===== config.mk =====
export PLATFORM = sky130hd
export DESIGN_NAME = oam_dma_arbiter
export DESIGN_NICKNAME = d
export VERILOG_FILES = /design/src/rtl/oam_dma_arbiter.sv
export SDC_FILE = /design/constraint.sdc
export NUM_CORES = 1
export LEC_CHECK = 0
export ABC_CLOCK_PERIOD_IN_PS = 3300
export CAP_MARGIN = 30
export CORE_UTILIZATION = 44
export DETAILED_ROUTE_END_ITERATION = 7
export GPL_TIMING_DRIVEN = 0
export PLACE_DENSITY_LB_ADDON = 0.05
export SYNTH_ARGS = -nofsm -noshare
export SYNTH_HDL_FRONTEND = slang
export SYNTH_SLANG_ARGS = --single-unit
export TNS_END_PERCENT = 100

===== constraint.sdc =====
create_clock -name iClock -period 3.3 [get_ports iClock]
set_clock_uncertainty 0.15 [all_clocks]
set_input_delay 0.495 -clock iClock [delete_from_list [all_inputs] [get_ports iClock]]
set_output_delay 0.495 -clock iClock [all_outputs]
set_load 0.01 [all_outputs]

===== src/rtl/oam_dma_arbiter.sv =====
// Memory-port arbiter between dzcpu and an OAM DMA engine.
// Idle CPU traffic passes straight through; a write to the DMA register starts a copy into OAM.
module oam_dma_arbiter #(
    parameter logic [15:0] DMA_REG_ADDR = 16'hFF46,
    parameter logic [15:0] OAM_BASE     = 16'hFE00,
    parameter int unsigned DMA_LEN      = 160
) (
    input  logic        iClock,
    input  logic        iReset,
    input  logic [15:0] iCpuAddr,
    input  logic [7:0]  iCpuData,
    input  logic        iCpuWe,
    output logic [7:0]  oCpuData,
    input  logic [7:0]  iMemData,
    output logic [15:0] oMemAddr,
    output logic [7:0]  oMemData,
    output logic        oMemWe,
    output logic        oDmaBusy,
    output logic [7:0]  oDmaReg
);

    typedef enum logic [1:0] {IDLE, RD, WR} state_t;

    localparam logic [7:0] LAST_INDEX = 8'(DMA_LEN - 1);

    state_t     state, nextState;
    logic [7:0] dmaReg;
    logic [7:0] index;
    logic [7:0] buffer;
    logic       regHit;
    logic       regWrite;

    assign regHit   = (iCpuAddr == DMA_REG_ADDR);
    assign regWrite = iCpuWe & regHit;
    assign oDmaReg  = dmaReg;

    always_ff @(posedge iClock) begin
        if (iReset) begin
            state  <= IDLE;
            dmaReg <= '0;
            index  <= '0;
            buffer <= '0;
        end else begin
            state <= nextState;
            if (state == RD) begin
                buffer <= iMemData;
            end
            // A register write restarts the copy from any state, overriding the index step.
            if (regWrite) begin
                dmaReg <= iCpuData;
                index  <= '0;
            end else if (state == WR && index != LAST_INDEX) begin
                index <= index + 8'd1;
            end
        end
    end

    always_comb begin
        nextState = state;
        oMemAddr  = iCpuAddr;
        oMemData  = iCpuData;
        oMemWe    = iCpuWe & ~regHit;
        oCpuData  = regHit ? dmaReg : iMemData;
        oDmaBusy  = 1'b0;

        unique case (state)
            IDLE: begin
                if (regWrite) begin
                    nextState = RD;
                end
            end
            RD: begin
                oMemAddr  = {dmaReg, index};
                oMemData  = buffer;
                oMemWe    = 1'b0;
                oCpuData  = regHit ? dmaReg : 8'hFF;
                oDmaBusy  = 1'b1;
                nextState = WR;
            end
            WR: begin
                oMemAddr  = OAM_BASE + {8'h00, index};
                oMemData  = buffer;
                oMemWe    = 1'b1;
                oCpuData  = regHit ? dmaReg : 8'hFF;
                oDmaBusy  = 1'b1;
                nextState = (index == LAST_INDEX) ? IDLE : RD;
            end
            default: nextState = IDLE;
        endcase

        if (regWrite) begin
            nextState = RD;
        end
    end

endmodule


==> results_dict.tcl <==
set metrics [dict create \
    ctsLongestPathBuffers 2 \
    die-area_mm2 0.004006 \
    clock_sinks 26 \
    synth-simple-area-share 0.2786 \
    critPathLaunchType "register" \
    ios 77 \
    syn_nets 257 \
    gp_congestion 0.8774 \
    timing.fmax_mhz 324.1 \
    fp-row-count 21 \
    hold_buffers 0 \
    yosys.area_share.adder 0.03785 \
    cts_max_level 1 \
    maxSlewViolCount 0 \
    end_kind "output port" \
    overflow 0 \
    required_ns 2.65 \
    dr.pass1.iters 4 \
    finalSetupTns_ns 0 \
    grt_pass1_wl_mm 8.252 \
    p_sw_uw 148.8 \
    dp.final_hpwl_mm 3.660 \
    cts_root_buffer "clkbuf_8" \
    layout.nets 339 \
    muxShareOfSynthArea 0.1151 \
    ir_drop_v 0.0001592 \
    setup_viol 0 \
    initial_utilization 0.4766 \
    yosys_register_bits 26 \
    multi_input_area_mm2 0.001018 \
    numCtsBuffers 3 \
    grt_max_degree 15 \
    worst_pin_slew_ns 0.4981 \
    die_width_um 63.29 \
    seq_area_frac_synth 0.3149 \
    p_leak_nw 1.004 \
    grt_pass1_vias 1705 \
    stdcell_count 344 \
    synth-xor-area-share 0.02120 \
    p_comb_frac 0.205 \
    seqPwrFrac 0.479 \
    hp-class "register to register" \
    core-area_mm2 0.003468 \
    wl_mm 4.839 \
    clkTransAtPathRegs_ns 0.09 \
    synth_top_family_by_area "simple AND/OR/NAND/NOR gates" \
    syn_inst 217 \
    slew-limit-headroom 0.6679 \
    hold_violations 0 \
    fin_crit_sh 0.9349 \
    antenna_found_initial 0 \
    status "finished, final reports clean" \
    hold_slack_ns 0.3498 \
    fp.dieH_um 63.29 \
    clk_latency_ns 0.27 \
    path_class "register to output port" \
    drtIter0Drc 101 \
    grt_use_total 0.2548 \
    power_frac_clock 0.316 \
    port_buffers 76 \
    dpl.cell_count 339 \
    finalPower_uw 654.3 \
    avgViaCountPerCell 5.326 \
    fin_crit_ns 3.085 \
    cts_tree "built" \
    num_vias 1832 \
    syn_area_per_cell_um2 7.617 \
    stdcell_area_mm2 0.002577 \
    synth-compound-area-share 0.1635 \
    p_per_area_mw_per_mm2 253.8 \
    sw_frac_of_total 0.2275 \
    ys_types 31 \
    drv_cap 0 \
    synth_warnings 0 \
    postPlaceCellArea_mm2 0.002471 \
    cp_data_arrival_time_ns 2.44 \
    p_int_uw 505.4 \
    antenna_left 0 \
    drc 0 \
    ff_latch_area_um2 520.5 \
    insertedDiodeCount 0 \
    critPathMaxFanout 10 \
    num-fill-cells 298 \
    drive_gt1_frac 0.09060 \
    area_delta_synth_final_pct 55.94 \
    synthesis.area_mm2 0.001653 \
    wl_per_cell_um 14.07 \
]
==> worst max-delay path, stage by stage, from the launching register on <==
cell	delay [ns]
dfxtp_1	0.39
inv_1	0.08
ha_1	0.30
clkbuf_1	0.22
clkbuf_1	0.37
nand2_1	0.11
o22ai_1	0.12
clkdlybuf4s50_1	0.57
==> cells in the final DEF, fill, tap and decap left out, drive strengths merged, types with 2 or more instances in the layout <==
master	instances
mux2	8
o22ai	8
ha	5
nor3b	2
xor2	2
a21oi	15
nand4	6
o21ai	20
nand4b	8
mux2i	10
dfxtp	26
or3b	2
nand2b	9
xnor2	2
clkdlybuf4s50	67
clkbuf	15
nor2	31
nand2	21
buf	6
a211oi	3
dlymetal6s2s	9
inv	13
==> sequential cells by signal, summed over array words and instances (netlist names) <==
register  flops
state         2
oDmaReg       8
buffer        8
index         8
==> metrics by stage <==
step                        util  worst slack (ns)
after detailed placement  0.7125           -0.4388
final                     0.7431            0.2147
after floorplan                -            0.7651
after CTS                 0.7345           0.03013
after global placement    0.7125           -0.4096
after global routing      0.7431          -0.01134
==> power by group through the flow <==
| stage | clock network [mW] | registers, mW | logic [mW] |
|---|---|---|---|
| after global routing | 0.225 | 0.314 | 0.143 |
| after global placement | 0 | 0.321 | 0.135 |
| after CTS | 0.208 | 0.313 | 0.136 |
| after floorplan | 0 | 0.321 | 0.0419 |
| final | 0.207 | 0.313 | 0.134 |
| after detailed placement | 0 | 0.321 | 0.135 |
==> cells in the mapped netlist, drive strengths merged <==
cell type	instances	area [um2]
o21ai	20	100.1
a21o	1	7.510
or3b	2	17.52
nand4bb	1	11.26
nand2	21	78.83
nor3	1	5.000
and3	1	6.260
a31oi	1	6.260
nand2b	9	56.30
and2	1	6.260
a311oi	1	8.760
a211oi	3	22.52
clkbuf	11	41.29
nor3b	2	15.01
xnor2	2	17.52
nor4	1	21.27
nand4b	8	70.07
mux2i	10	100.1
xor2	2	17.52
inv	13	48.80
nor2	31	116.4
a21oi	15	75.07
nand3	1	5.000
nand4	6	37.54
or4b	1	13.76
o22ai	8	50.05
mux2	8	90.09
dfxtp	26	520.5
ha	5	62.56
buf	5	23.77
==> worst paths after layout <==
| path | from | end | slack (ns) | cells past startpoint |
|---|---|---|---|---|
| setup / recovery | state[0] | oMemAddr[1] | 0.21 | 7 |
| hold reg to reg | buffer[1] | buffer[1] | 0.35 | 2 |
| setup reg to reg | state[0] | state[0] | 1.42 | 5 |
| hold / removal | buffer[1] | buffer[1] | 0.35 | 2 |
==> cell families (layout without fill, tap and decap cells) <==
logic type,count (synthesis),count (layout)
adders and majority gates,5,5
buffers and inverters,29,110
xor gates and xnor gates,4,4
and+or+nand+nor,86,86
DFF,26,26
muxes,18,18
AOI/OAI and AO/OA,49,49
==> cell type report <==
class                           instances  share of cell area
Multi-Input combinational cell        162              0.3951
Timing Repair Buffer                   78              0.3097
Sequential cell                        26              0.2019
Buffer                                 15             0.03058
Tap cell                               46             0.02233
Clock buffer                            4             0.02136
Inverter                               13             0.01893
==> layer usage <==
layer / track usage / part of all wire / vias to the layer above
met5: 0 / 0 / -
met4: 0.05966 / 0.0039 / 0
met3: 0.03804 / 0.070 / 2
met2: 0.3978 / 0.43 / 69
met1: 0.3653 / 0.49 / 841
li1: - / - / 920
==> what timing repair did <==
item,4_1_cts,5_1_grt
resized for setup,3,19
endpoints found under the setup margin,19,21
pin swaps,1,0
buffers inserted,2,0
No activity file was read; power rests on OpenSTA's default activity.
